[src/rtl/dmem_port_arbiter_if.sv]
// dmem_port_arbiter_if: one requester's view of the shared data-memory port.
// The requester drives valid/we/addr/wdata and receives ready plus a one-cycle
// response (rsp_valid, rsp_rdata, rsp_err). The arbiter uses the slave modport.
interface dmem_port_arbiter_if #(
    parameter int ADDR_W = 16,
    parameter int DATA_W = 16
);
    logic              valid;
    logic              ready;
    logic              we;
    logic [ADDR_W-1:0] addr;
    logic [DATA_W-1:0] wdata;
    logic              rsp_valid;
    logic [DATA_W-1:0] rsp_rdata;
    logic              rsp_err;

    modport master (
        output valid, we, addr, wdata,
        input  ready, rsp_valid, rsp_rdata, rsp_err
    );

    modport slave (
        input  valid, we, addr, wdata,
        output ready, rsp_valid, rsp_rdata, rsp_err
    );
endinterface

[src/rtl/dmem_port_arbiter.sv]
// dmem_port_arbiter: shares one single-ported data memory between the core's
// load/store path (requester 0) and a debug/loader port (requester 1).
// One transaction at a time: IDLE -> ACCESS -> WAIT -> RESP, or IDLE -> RESP
// for an out-of-range address (no memory access, error response).
// Optional build macro DMEM_ARB_FIXED_PRIO_EN: requester 0 always wins a tie
// instead of round-robin; requester 1 can starve (core-only bring-up).
module dmem_port_arbiter #(
    parameter int ADDR_W    = 16,
    parameter int DATA_W    = 16,
    parameter int MEM_DEPTH = 65536,
    parameter int MEM_LAT   = 1
) (
    input  logic                clk,
    input  logic                reset,
    dmem_port_arbiter_if.slave  req0,
    dmem_port_arbiter_if.slave  req1,
    output logic                mem_en,
    output logic                mem_we,
    output logic [ADDR_W-1:0]   mem_addr,
    output logic [DATA_W-1:0]   mem_wdata,
    input  logic [DATA_W-1:0]   mem_rdata,
    output logic                busy,
    output logic                grant_id
);

    typedef enum logic [1:0] {S_IDLE, S_ACCESS, S_WAIT, S_RESP} state_t;

    // One extra bit so MEM_DEPTH == 2**ADDR_W (every address valid) is representable.
    localparam logic [ADDR_W:0] DEPTH_LIM = (ADDR_W+1)'(MEM_DEPTH);
    localparam logic [2:0]      LAT_LOAD  = 3'(MEM_LAT);

    state_t                  state;
    logic                    last_grant;
    logic [2:0]              lat_cnt;
    logic                    op_we;
    logic [1:0]              rsp_valid_q;
    logic [1:0]              rsp_err_q;
    logic [1:0][DATA_W-1:0]  rsp_rdata_q;

    logic                    tie_id;
    logic                    sel_id;
    logic                    sel_any;
    logic                    sel_we;
    logic [ADDR_W-1:0]       sel_addr;
    logic [DATA_W-1:0]       sel_wdata;
    logic                    grant;
    logic                    in_range;

`ifdef DMEM_ARB_FIXED_PRIO_EN
    assign tie_id = 1'b0;
`else
    assign tie_id = ~last_grant;
`endif

    // Choose which requester would be granted this cycle and mux its fields.
    always_comb begin
        sel_any = req0.valid | req1.valid;
        if (req0.valid && req1.valid) begin
            sel_id = tie_id;
        end else begin
            sel_id = req1.valid;
        end
        sel_we    = sel_id ? req1.we    : req0.we;
        sel_addr  = sel_id ? req1.addr  : req0.addr;
        sel_wdata = sel_id ? req1.wdata : req0.wdata;
        grant     = (state == S_IDLE) && sel_any;
        in_range  = {1'b0, sel_addr} < DEPTH_LIM;
    end

    // Ready only for the selected requester while it is presenting a request.
    assign req0.ready = grant && !sel_id;
    assign req1.ready = grant &&  sel_id;

    assign req0.rsp_valid = rsp_valid_q[0];
    assign req0.rsp_rdata = rsp_rdata_q[0];
    assign req0.rsp_err   = rsp_err_q[0];
    assign req1.rsp_valid = rsp_valid_q[1];
    assign req1.rsp_rdata = rsp_rdata_q[1];
    assign req1.rsp_err   = rsp_err_q[1];

    // Transaction sequencer; every output is registered and pulses for one cycle.
    always_ff @(posedge clk or posedge reset) begin
        if (reset) begin
            state       <= S_IDLE;
            last_grant  <= 1'b1;
            lat_cnt     <= 3'd0;
            op_we       <= 1'b0;
            mem_en      <= 1'b0;
            mem_we      <= 1'b0;
            mem_addr    <= '0;
            mem_wdata   <= '0;
            rsp_valid_q <= 2'b00;
            rsp_err_q   <= 2'b00;
            rsp_rdata_q <= '0;
            busy        <= 1'b0;
            grant_id    <= 1'b0;
        end else begin
            mem_en      <= 1'b0;
            mem_we      <= 1'b0;
            mem_addr    <= '0;
            mem_wdata   <= '0;
            rsp_valid_q <= 2'b00;
            rsp_err_q   <= 2'b00;
            rsp_rdata_q <= '0;
            case (state)
                S_IDLE: begin
                    if (grant) begin
                        last_grant <= sel_id;
                        grant_id   <= sel_id;
                        op_we      <= sel_we;
                        busy       <= 1'b1;
                        if (in_range) begin
                            state     <= S_ACCESS;
                            mem_en    <= 1'b1;
                            mem_we    <= sel_we;
                            mem_addr  <= sel_addr;
                            mem_wdata <= sel_wdata;
                        end else begin
                            // Rejected: answer next cycle without touching memory.
                            state               <= S_RESP;
                            rsp_valid_q[sel_id] <= 1'b1;
                            rsp_err_q[sel_id]   <= 1'b1;
                        end
                    end
                end
                S_ACCESS: begin
                    lat_cnt <= LAT_LOAD;
                    state   <= S_WAIT;
                end
                S_WAIT: begin
                    lat_cnt <= lat_cnt - 3'd1;
                    if (lat_cnt == 3'd1) begin
                        state                 <= S_RESP;
                        rsp_valid_q[grant_id] <= 1'b1;
                        rsp_rdata_q[grant_id] <= op_we ? '0 : mem_rdata;
                    end
                end
                S_RESP: begin
                    state <= S_IDLE;
                    busy  <= 1'b0;
                end
                default: begin
                    state <= S_IDLE;
                    busy  <= 1'b0;
                end
            endcase
        end
    end

endmodule

[src/flat_wrapper.sv]
// flat-port wrapper written by rule: the top's interface ports become plain ports
module dmem_port_arbiter_flat 
#(
    parameter int ADDR_W    = 16,
    parameter int DATA_W    = 16,
    parameter int MEM_DEPTH = 65536,
    parameter int MEM_LAT   = 1
)
  (clk, reset, mem_en, mem_we, mem_addr, mem_wdata, mem_rdata, busy, grant_id, req0_valid, req0_we, req0_addr, req0_wdata, req0_ready, req0_rsp_valid, req0_rsp_rdata, req0_rsp_err, req1_valid, req1_we, req1_addr, req1_wdata, req1_ready, req1_rsp_valid, req1_rsp_rdata, req1_rsp_err);
  dmem_port_arbiter_if #(.ADDR_W(ADDR_W), .DATA_W(DATA_W)) req0_i ();
  dmem_port_arbiter_if #(.ADDR_W(ADDR_W), .DATA_W(DATA_W)) req1_i ();
  input  logic clk;
  input  logic reset;
  output logic mem_en;
  output logic mem_we;
  output logic [ADDR_W-1:0] mem_addr;
  output logic [DATA_W-1:0] mem_wdata;
  input  logic [DATA_W-1:0] mem_rdata;
  output logic busy;
  output logic grant_id;
  input wire logic [$bits(req0_i.valid)-1:0] req0_valid;
  input wire logic [$bits(req0_i.we)-1:0] req0_we;
  input wire logic [$bits(req0_i.addr)-1:0] req0_addr;
  input wire logic [$bits(req0_i.wdata)-1:0] req0_wdata;
  output wire logic [$bits(req0_i.ready)-1:0] req0_ready;
  output wire logic [$bits(req0_i.rsp_valid)-1:0] req0_rsp_valid;
  output wire logic [$bits(req0_i.rsp_rdata)-1:0] req0_rsp_rdata;
  output wire logic [$bits(req0_i.rsp_err)-1:0] req0_rsp_err;
  input wire logic [$bits(req1_i.valid)-1:0] req1_valid;
  input wire logic [$bits(req1_i.we)-1:0] req1_we;
  input wire logic [$bits(req1_i.addr)-1:0] req1_addr;
  input wire logic [$bits(req1_i.wdata)-1:0] req1_wdata;
  output wire logic [$bits(req1_i.ready)-1:0] req1_ready;
  output wire logic [$bits(req1_i.rsp_valid)-1:0] req1_rsp_valid;
  output wire logic [$bits(req1_i.rsp_rdata)-1:0] req1_rsp_rdata;
  output wire logic [$bits(req1_i.rsp_err)-1:0] req1_rsp_err;
  assign req0_i.valid = req0_valid;
  assign req0_i.we = req0_we;
  assign req0_i.addr = req0_addr;
  assign req0_i.wdata = req0_wdata;
  assign req0_ready = req0_i.ready;
  assign req0_rsp_valid = req0_i.rsp_valid;
  assign req0_rsp_rdata = req0_i.rsp_rdata;
  assign req0_rsp_err = req0_i.rsp_err;
  assign req1_i.valid = req1_valid;
  assign req1_i.we = req1_we;
  assign req1_i.addr = req1_addr;
  assign req1_i.wdata = req1_wdata;
  assign req1_ready = req1_i.ready;
  assign req1_rsp_valid = req1_i.rsp_valid;
  assign req1_rsp_rdata = req1_i.rsp_rdata;
  assign req1_rsp_err = req1_i.rsp_err;
  dmem_port_arbiter #(.ADDR_W(ADDR_W), .DATA_W(DATA_W), .MEM_DEPTH(MEM_DEPTH), .MEM_LAT(MEM_LAT)) u_core (.clk(clk), .reset(reset), .req0(req0_i), .req1(req1_i), .mem_en(mem_en), .mem_we(mem_we), .mem_addr(mem_addr), .mem_wdata(mem_wdata), .mem_rdata(mem_rdata), .busy(busy), .grant_id(grant_id));
endmodule
[config.mk]
export PLATFORM = sky130hd
export DESIGN_NAME = dmem_port_arbiter_flat
export DESIGN_NICKNAME = d
export VERILOG_FILES = /design/src/rtl/dmem_port_arbiter_if.sv /design/src/rtl/dmem_port_arbiter.sv /design/src/flat_wrapper.sv
export SDC_FILE = /design/constraint.sdc
export NUM_CORES = 1
export LEC_CHECK = 0
export ABC_AREA = 1
export CAP_MARGIN = 30
export CORE_ASPECT_RATIO = 1.25
export CORE_MARGIN = 1.5
export CORE_UTILIZATION = 42
export CTS_CLUSTER_DIAMETER = 100
export DETAILED_ROUTE_END_ITERATION = 8
export PLACE_DENSITY = 0.88
export SLEW_MARGIN = 20
export SYNTH_ARGS = -nofsm -noshare
export SYNTH_HDL_FRONTEND = slang
export SYNTH_SLANG_ARGS = --single-unit
[constraint.sdc]
create_clock -name clk -period 3.7 [get_ports clk]
set_input_delay 0.74 -clock clk [delete_from_list [all_inputs] [get_ports clk]]
set_output_delay 0.74 -clock clk [all_outputs]
set_load 0.02 [all_outputs]
Yosys cells after proc, flatten, opt, wreduce, memory -nomap -nowiden

Index checks and enable logic that the tools add are counted.

Memories kept: 0
Bits in writable memories: 0
Register bits: 77
Latch bits: 0
Bits in read-only memories: 0
Input bits: 86
Logic and storage cells: 64

Multipliers: 0
Equal/unequal tests: 6
Multiplexer cells: 27
Magnitude comparators: 2
Reductions and logical operators: 12
Div/mod/pow operators: 0
$add $sub $neg: 1
Bitwise operators: 3
Shift-type cells: 0

Operator list:

| cell                                                                  | number |
|---|---|
| 16-bit 2-to-1 mux                                                     | 8 |
| 32-bit 2-to-1 mux                                                     | 2 |
| 32-bit AND                                                            | 1 |
| 16-bit demux with 1-bit select                                        | 1 |
| 1-bit 2-to-1 mux                                                      | 8 |
| 2-bit 2-to-1 mux                                                      | 4 |
| 2-bit case mux with 4 select lines                                    | 1 |
| 3-bit case mux with 2 select lines                                    | 1 |
| 2-bit AND reduction                                                   | 3 |
| 1-bit logical AND                                                     | 5 |
| 2-bit == test (second input constant)                                 | 2 |
| 2-bit by 1-bit != test with 1-bit output (second input constant)      | 2 |
| 2-bit nonzero test                                                    | 2 |
| 3-bit by 1-bit == test with 1-bit output (second input constant)      | 1 |
| 3-bit by 1-bit subtractor with 3-bit output (second input constant)   | 1 |
| 2-bit by 1-bit == test with 1-bit output (second input constant)      | 1 |
| 2-bit logical NOT                                                     | 1 |
| 1-bit by 2-bit < comparator with 1-bit output (second input constant) | 1 |
| 1-bit case mux with 2 select lines                                    | 1 |
| 1-bit demux with 1-bit select                                         | 1 |
| 1-bit greater-or-equal comparator (second input constant)             | 1 |
| 1-bit logical NOT                                                     | 1 |
| 1-bit NOT                                                             | 1 |
| 1-bit bitwise OR                                                      | 1 |

Logic depth before layout (Yosys ltp)

Gate-level depths: netlist (run 1).

Depth in word-level cells: 7
Depth in mapped cells: 7
Gate-level depth less buffers: 7

Worst setup path before layout (run 1)

No wires, ideal clock.

Path kind: input to output
Start: input req0_valid
End: output req0_ready
Required time: 2.960 ns
Arrival time: 1.474 ns
Buffers on the path: 1
Slack: 1.486 ns
Cell stages on the path: 5
Cell sequence: nand2_1 > nand2_2 > buf_2 > inv_1 > nor2_1

Longest elaborated chain between the ends: 4
Elaborated cells on any way between the ends: 6

RTL lines:

| what                | RTL line                | RTL |
|---|---|---|
| start, declared     | flat_wrapper.sv:21      | `input wire logic [$bits(req0_i.valid)-1:0] req0_valid;` |
| 1-bit logical AND   | dmem_port_arbiter.sv:58 | `if (req0.valid && req1.valid) begin` |
| 1-bit 2-to-1 mux    | dmem_port_arbiter.sv:58 |  |
| 1-bit logical NOT   | dmem_port_arbiter.sv:71 | `assign req0.ready = grant && !sel_id;` |
| 1-bit logical AND * | dmem_port_arbiter.sv:71 |  |
| end, declared       | flat_wrapper.sv:25      | `output wire logic [$bits(req0_i.ready)-1:0] req0_ready;` |

Mark *: on every way between the ends. The rest lies on a longest branch, timed or not.

Worst setup path after layout (run 1)

Same ends and word-level chain as after synthesis.

==> impl_metrics.json, run 1 <==
{
  "outcome": "finished, final reports clean",
  "cts_tree": "done",
  "clk_root_buffer_cell": "clkbuf_8",
  "ys_seq_elements": 77,
  "ios": 160,
  "grt_overflow": 0,
  "synth-edff-count": 0,
  "die_w_um": 77.6,
  "crit_required_ns": 2.96,
  "seq_area_frac_synth_pct": 66.1,
  "power_leakage_nw": 2.30,
  "crit_slowest_cell": "clkdlybuf4s50_1",
  "path_buf_inv": 3,
  "viasPerCell": 4.68,
  "die_h_um": 96.2,
  "period_needed_ns": 3.10,
  "ys_top_cells_by_area": "dfrtp_1 (65%), nand2_1 (12%), nand3_1 (6.0%), nor2_1 (4.1%), inv_1 (2.3%)",
  "diodes": 0,
  "ys.flop_type": "dfrtp_1",
  "fp-row-count": 33,
  "ant_nets": 0,
  "crit_path_end_kind": "output port",
  "max-vdd-ir-drop_v": 0.000499,
  "r2r_slack_ns": 1.82,
  "netlist_area_sq_mm": 0.00292,
  "ys_async_sr_fraction_pct": 100,
  "p_per_area_mw_per_mm2": 614,
  "cts_buffers": 9,
  "drv_cap": 0,
  "slew_viol_final": 0,
  "start_util_pct": 43.9,
  "antenna_found_initial": 0,
  "skew_ns": 0.0105,
  "area_delta_synth_final_pct": 62.1,
  "grt_max_degree": 35,
  "startpoint_type": "input port",
  "cp_top_family": "buffers and inverters",
  "clkLatencyLatePin_ns": 0.33,
  "synthCells": 296,
  "synth_area_per_cell_sq_um": 9.86,
  "drt-initial-drc-count": 146,
  "cts_resized": 0,
  "nets": 545,
  "tightest_slew_ns": 0.752,
  "die_area_sq_mm": 0.00746,
  "drc": 0,
  "finalCritPeriodShare_pct": 83.7,
  "nFillCells": 517,
  "yosys.area.top_type_share_pct": 65.2,
  "rsz0062_at_grt": "no",
  "path_clk_slew_ns": 0.07,
  "synthDistinctLibCells": 18,
  "drt_wl_total_um": 7370,
  "grt_pass1_vias": 2501,
  "hold_violations": 0,
  "worstSetupPathType": "input port to output port",
  "grt_pass1_wl_um": 11600,
  "clock-sinks": 77,
  "fmax_mhz": 323,
  "yosysTopAreaCell": "dfrtp_1",
  "gp_congestion": 0.755,
  "postCtsSetupBuffers": 0,
  "wl_per_cell_um": 13.5,
  "h-tree-depth": 3,
  "slew_headroom_pct": 49.7,
  "dr.pass1.iters": 4,
  "grt_usage_pct": 20.5,
  "setup_tns_ns": 0,
  "hpwl_um": 5690,
  "max_stage_delay_ns": 0.61,
  "drive_gt1_share_pct": 5.88,
  "cpMostUsedCell": "clkdlybuf4s50_1",
  "fp.coreArea_sq_mm": 0.00665,
  "hold_buffers": 0,
  "io_buffers": 157,
  "total_power_mw": 2.90,
  "cp_max_fo": 12,
  "vias": 2555,
  "ys.warnings.count": 0,
  "cp_cell_sequence": "clkdlybuf4s50_1 -> nand2_1 -> nand2_2 -> inv_1 -> nor2_1 -> clkdlybuf4s50_1",
  "cts_buffer_depth": 2,
  "setup-violations-final": 0,
  "cp_data_arrival_time_ns": 2.36,
  "hp-class": "flop to flop"
}
## power by group
| group | total, mW | switching [mW] | internal (mW) |
|---|---|---|---|
| registers | 1.12 | 0.0823 | 1.04 |
| clock network | 0.570 | 0.305 | 0.265 |
| logic | 1.21 | 0.705 | 0.509 |
| total | 2.90 | 1.09 | 1.81 |
## metrics by stage
step	utilization [%]	worst slack, ns	std cells	instance area, sq um	hold slack, ns
floorplan	-	0.995	297	2920	0.448
global placement	68.4	0.619	530	4550	0.464
detailed placement	68.4	0.596	530	4550	0.468
CTS	71.1	0.583	546	4730	0.478
global route	71.1	0.464	546	4730	0.517
finish	71.1	0.604	546	4730	0.478
## Yosys cell counts, types with 2 or more instances
master   instances
nand2_1         93
dfrtp_1         76
nand3_1         35
nor2_1          32
inv_1           18
buf_2           11
nor3_1           6
ha_1             5
o21ai_0          5
buf_4            4
a21oi_1          2
nand3_2          2
nor2_4           2
## flip-flops by register name (all words and copies together) (netlist names)
signal	cells
u_core.op_we	1
u_core.busy	1
u_core.mem_en	1
u_core.last_grant	1
u_core.state	2
u_core.mem_addr	16
u_core.grant_id	1
u_core.rsp_valid_q	2
u_core.mem_we	1
u_core.mem_wdata	16
u_core.lat_cnt	3
u_core.req0.rsp_rdata	16
u_core.req1.rsp_rdata	16
## placed cells by master (no fill, tap or decap)
cell type	instances
clkdlybuf4s50_1	157
nand2_1	93
dfrtp_1	76
nand3_1	35
nor2_1	32
inv_1	17
clkbuf_8	10
nor3_1	6
o21ai_0	5
ha_1	5
buf_4	4
clkinv_2	3
a21oi_1	2
nand3_2	2
nor2_4	2
conb_1	2
inv_6	2
o22ai_1	1
nand2_2	1
nand4_1	1
clkinvlp_4	1
clkinv_4	1
dfstp_2	1
## logic make-up (layout without fill, tap and decap cells)
logic type	after synthesis	after routing	synth area share [%]
buffers and inverters	33	195	5.23
and+or+nand+nor	172	172	25.0
other	1	2	0.129
AOI/OAI and AO/OA	8	8	1.42
DFF	77	77	66.1
adders and majority gates	5	5	2.14
## layout make-up
type / count / area (sq um) / area share, %
clock buffer: 10 / 138 / 2.91
timing repair buffer: 161 / 1600 / 33.9
multi-input combinational: 187 / 841 / 17.8
clock inverter: 6 / 43.8 / 0.926
inverter: 18 / 68.8 / 1.46
tap: 87 / 109 / 2.30
sequential: 77 / 1930 / 40.8
## metal layers
layer / routed length (um) / track usage [%] / vias to the layer above
li1: - / - / 1233
met1: 2740 / 23.1 / 1203
met2: 4150 / 38.4 / 107
met3: 371 / 4.27 / 12
met4: 114 / 7.27 / 0
met5: 0 / 0 / -
## path summary, 6_finish.rpt
| kind | from | end | depth (start not counted) |
|---|---|---|---|
| max | req0_valid | req0_ready | 6 |
| min | u_core.last_grant$_DFFE_PP1P_ | u_core.last_grant$_DFFE_PP1P_ | 2 |
| max reg2reg | u_core.state[1]$_DFFE_PP0P_ | u_core.op_we$_DFFE_PP0P_ | 6 |
| min reg2reg | u_core.last_grant$_DFFE_PP1P_ | u_core.last_grant$_DFFE_PP1P_ | 2 |
| max in group asynchronous | reset | u_core.last_grant$_DFFE_PP1P_ | 3 |
| min in group asynchronous | reset | u_core.req0.rsp_rdata[7]$_DFF_PP0_ | 2 |
## worst min-delay path, stage by stage (launching register included)
cell	delay, ns
dfstp_2	0.38
nand2_1	0.06
nand2_1	0.05
Power figures use the tool's default switching activity.
==> run 2, diff against run 1 <==
CORE_UTILIZATION = 35   (was 42)
PLACE_DENSITY = 0.78   (was 0.88)
clock period = 2.74 ns   (was 3.7 ns; I/O delays follow)
==> impl_metrics.json, run 2 (synthesis gave the netlist of run 1 again) <==
{
  "hold_buffers": 0,
  "switching_power_mw": 1.46,
  "postCtsSetupBuffers": 0,
  "grt_usage_pct": 18.0,
  "p_per_area_mw_per_mm2": 857,
  "cpMostUsedCell": "clkdlybuf4s50_1",
  "pwr-share-clk_pct": 23.2,
  "h-tree-depth": 3,
  "switching_share_pct": 35.5,
  "nFillCells": 704,
  "place_area_sq_mm": 0.00459,
  "cts_tree": "done",
  "worstSetupPathType": "input port to output port",
  "antenna_found_initial": 0,
  "grt_overflow": 0,
  "die_h_um": 105,
  "cts_resized": 0,
  "max-vdd-ir-drop_v": 0.000553,
  "combPwrFrac_pct": 40.2,
  "holdWs_ns": 0.488,
  "die_w_um": 84.7,
  "ios": 160,
  "wl_per_cell_um": 13.8,
  "cts_buffer_depth": 2,
  "total_power_mw": 4.13,
  "tightest_slew_ns": 0.762,
  "die_area_sq_mm": 0.00890,
  "grt_pass1_wl_um": 12400,
  "drv_cap": 0,
  "drt_wl_total_um": 7710,
  "vias": 2570,
  "layout_common_cells": "clkdlybuf4s50_1 (157), nand2_1 (93), dfrtp_1 (76)",
  "dr.pass1.iters": 4,
  "cts_buffers": 9,
  "slew_headroom_pct": 49.0,
  "finalCritPeriodShare_pct": 94.7,
  "max_stage_delay_ns": 0.60,
  "drt-initial-drc-count": 135,
  "grt_pass1_vias": 2658,
  "cp_cell_sequence": "clkdlybuf4s50_1 -> nand2_1 -> nand2_2 -> inv_1 -> nor2_1 -> clkdlybuf4s50_1",
  "final_area_sq_mm": 0.00481,
  "nets": 547,
  "cp_data_arrival_time_ns": 2.05,
  "fp-row-count": 37,
  "skew_ns": 0.0156,
  "hp-class": "flop to flop",
  "ant_nets": 0,
  "cp_max_fo": 4,
  "clkLatencyLatePin_ns": 0.35,
  "crit_path_end_kind": "output port",
  "regArea_sq_mm": 0.00193,
  "hpwl_um": 5770,
  "startpoint_type": "input port",
  "viasPerCell": 4.61,
  "area_delta_synth_final_pct": 65.0,
  "start_util_pct": 35.8,
  "grt_max_degree": 37,
  "pwr-share-seq_pct": 36.6,
  "diodes": 0,
  "layout_commonest_cell": "clkdlybuf4s50_1",
  "rsz0062_at_grt": "no",
  "drive_gt1_share_pct": 6.07,
  "setup_tns_ns": 0,
  "path_clk_slew_ns": 0.08,
  "multi_input_area_sq_um": 841,
  "dpl_worst_slack_ns": 0.164,
  "setup-violations-final": 0,
  "intPower_mw": 2.66,
  "gp_congestion": 0.795,
  "clk_root_buffer_cell": "clkbuf_8",
  "fp.coreArea_sq_mm": 0.00815,
  "drc": 0,
  "crit_slowest_cell": "clkdlybuf4s50_1",
  "io_buffers": 157,
  "outcome": "finished, final reports clean",
  "crit_required_ns": 2.19,
  "power_leakage_nw": 2.34,
  "clock-sinks": 77,
  "setup_ws_ns": 0.146,
  "period_needed_ns": 2.59,
  "hold_violations": 0,
  "slew_viol_final": 0,
  "fmax_mhz": 386
}
## run 2: layout make-up
type,count,share of cell area (%)
Timing Repair Buffer,163,33.8
Tap cell,97,2.52
Multi-Input combinational cell,187,17.5
Clock inverter,4,1.46
Clock buffer,12,3.22
Sequential cell,77,40.1
Inverter,18,1.43
## run 2: metal layers
layer	global-route usage, %	wire length [um]
met4	8.76	259
met1	21.0	2940
met2	30.3	4080
met3	4.98	426
met5	0	0
## run 2: final timing paths
check                                         startpoint                        endpoint  slack, ns  cells past startpoint
max                                           req0_valid                      req0_ready       0.15                      6
min                        u_core.last_grant$_DFFE_PP1P_   u_core.last_grant$_DFFE_PP1P_       0.49                      2
max reg2reg                  u_core.state[0]$_DFFE_PP0P_        u_core.op_we$_DFFE_PP0P_       0.84                      6
min reg2reg                u_core.last_grant$_DFFE_PP1P_   u_core.last_grant$_DFFE_PP1P_       0.49                      2
max in group asynchronous                          reset   u_core.last_grant$_DFFE_PP1P_       1.56                      3
min in group asynchronous                          reset  u_core.mem_wdata[15]$_DFF_PP0_       0.54                      2
## run 2: stage by stage
step | instances | util (%)
final | 558 | 59.1
after global routing | 558 | 59.1
after global placement | 542 | 56.3
after CTS | 558 | 59.1
after floorplan | 297 | -
after detailed placement | 542 | 56.3
## run 2: critical path: cells and delay by family
family / cells / cell delay [ns]
simple gates: 3 / 0.33
buf+inv: 3 / 1.17
## run 2: power by group through the flow
stage,clock network [mW],logic [mW],registers [mW]
floorplan,0,0.653,1.79
global placement,0,1.63,1.53
detailed placement,0,1.68,1.53
CTS,0.981,1.68,1.52
global route,1.03,1.82,1.54
finish,0.958,1.66,1.51
==> run 3, diff against run 2 <==
GPL_TIMING_DRIVEN = 0   (was unset)
==> impl_metrics.json, run 3 (synthesis gave the netlist of run 1 again) <==
{
  "layout_common_cells": "clkdlybuf4s50_1 (155), nand2_1 (93), dfrtp_1 (76)",
  "skew_ns": 0.00501,
  "cp-startpoint": "req1_valid",
  "rsz0062_at_grt": "no",
  "grt_usage_pct": 18.1,
  "viasPerCell": 4.53,
  "fp.coreArea_sq_mm": 0.00815,
  "final_area_sq_mm": 0.00485,
  "startpoint_type": "input port",
  "place_area_sq_mm": 0.00464,
  "cp_max_fo": 10,
  "switching_share_pct": 35.4,
  "grt_pass1_vias": 2660,
  "cp_cell_sequence": "clkdlybuf4s50_1 -> nand2_2 -> nor2_4 -> buf_4 -> dlygate4sd2_1",
  "postCtsSetupBuffers": 0,
  "finalCritPeriodShare_pct": 93.5,
  "regArea_sq_mm": 0.00193,
  "wl_per_cell_um": 13.4,
  "nets": 557,
  "r2r_end": "u_core.mem_addr[8]$_DFF_PP0_",
  "worstSetupPathType": "input port to output port",
  "cts_buffers": 9,
  "drc": 0,
  "drt_wl_total_um": 7580,
  "drt-initial-drc-count": 168,
  "nFillCells": 705,
  "gp_congestion": 0.819,
  "hold_buffers": 0,
  "hpwl_um": 5880,
  "crit_path_end_kind": "output port",
  "grt_pass1_wl_um": 12700,
  "diodes": 0,
  "crit_required_ns": 2.19,
  "outcome": "finished, final reports clean",
  "switching_power_mw": 1.45,
  "pwr-share-clk_pct": 22.4,
  "die_w_um": 84.7,
  "worstRegToRegCells": 7,
  "max-vdd-ir-drop_v": 0.000555,
  "ios": 160,
  "io_buffers": 157,
  "total_power_mw": 4.11,
  "drive_gt1_share_pct": 8.09,
  "combPwrFrac_pct": 41.2,
  "clk_root_buffer_cell": "clkbuf_8",
  "grt_overflow": 0,
  "cts_resized": 3,
  "max_stage_delay_ns": 0.56,
  "fp-row-count": 37,
  "h-tree-depth": 3,
  "ant_nets": 0,
  "layout_commonest_cell": "clkdlybuf4s50_1",
  "clock-sinks": 77,
  "period_needed_ns": 2.56,
  "hold_violations": 0,
  "hold_depth": 2,
  "antenna_found_initial": 0,
  "cts_tree": "done",
  "cp_data_arrival_time_ns": 2.02,
  "die_h_um": 105,
  "area_delta_synth_final_pct": 66.2,
  "path_clk_slew_ns": 0.07,
  "cts_buffer_depth": 2,
  "die_area_sq_mm": 0.00890,
  "dr.pass1.iters": 4,
  "setup_ws_ns": 0.177,
  "multi_input_area_sq_um": 841,
  "setup-violations-final": 0,
  "min_to": "u_core.last_grant$_DFFE_PP1P_",
  "hp-class": "flop to flop",
  "fmax_mhz": 390,
  "dpl_worst_slack_ns": -0.166,
  "power_leakage_nw": 2.38,
  "reg2reg_from": "u_core.state[0]$_DFFE_PP0P_",
  "start_util_pct": 35.8,
  "crit_slowest_cell": "clkdlybuf4s50_1",
  "hold_start": "u_core.last_grant$_DFFE_PP1P_",
  "p_per_area_mw_per_mm2": 847,
  "pwr-share-seq_pct": 36.4,
  "vias": 2570,
  "slew_viol_final": 0,
  "clkLatencyLatePin_ns": 0.34,
  "grt_max_degree": 44,
  "intPower_mw": 2.65,
  "drv_cap": 0,
  "r2r_slack_ns": 1.16
}
## run 3: cell count changes in the layout (fill, tap and decap cells not counted)
cell / change
inv_4: +1
dlygate4sd2_1: +2
clkbuf_8: -1
clkbuf_1: -1
clkdlybuf4s50_1: -2
buf_2: +10
## run 3: worst max-delay path by stage
stage                                     end  cells past startpoint
6_report                           req1_ready                      5
5_1_grt                            req1_ready                      6
4_1_cts                            req1_ready                      6
3_5_place_dp                       req0_ready                      7
3_3_place_gp   u_core.mem_wdata[11]$_DFF_PP0_                      2
2_1_floorplan         u_core.busy$_DFFE_PP0P_                      1
## run 3: power by group through the flow
stage                     clock network [mW]  registers (mW)  logic, mW
after floorplan                            0            1.79      0.653
after CTS                              0.948            1.50       1.72
after global routing                   0.995            1.52       1.87
after global placement                     0            1.51       1.67
after detailed placement                   0            1.52       1.72
final                                  0.921            1.49       1.69
## run 3: routing by layer
layer  part of all wire [%]  wire [um]  GRT usage, %  up-vias
met5                      0          0             0        -
met4                    2.9        223          8.53        0
met3                    4.9        371          4.50       19
met2                     53       4050          30.7       87
met1                     39       2940          21.3     1208
li1                       -          -             -     1256
## run 3: area by class of cell
cell class                      instances  area share, %
Clock buffer                           10           2.84
Buffer                                 15           1.81
Inverter                               18           1.44
Tap cell                               97           2.50
Multi-Input combinational cell        187           17.3
Timing Repair Buffer                  158           32.8
Clock inverter                          5           1.55
Sequential cell                        77           39.8
## run 3: critical path, delay by kind of cell
kind,cells,cell delay [ns]
buffers and inverters,3,1.11
AND/OR/NAND/NOR,2,0.35
## run 3: per-stage QoR
stage	TNS [ns]	hold slack [ns]	cells	utilization [%]
after floorplan	0	0.448	297	-
after global placement	-71.37	0.467	551	56.6
after detailed placement	-0.267	0.468	552	56.9
after CTS	0	0.478	567	59.5
after global routing	0	0.486	567	59.5
final	0	0.475	567	59.5
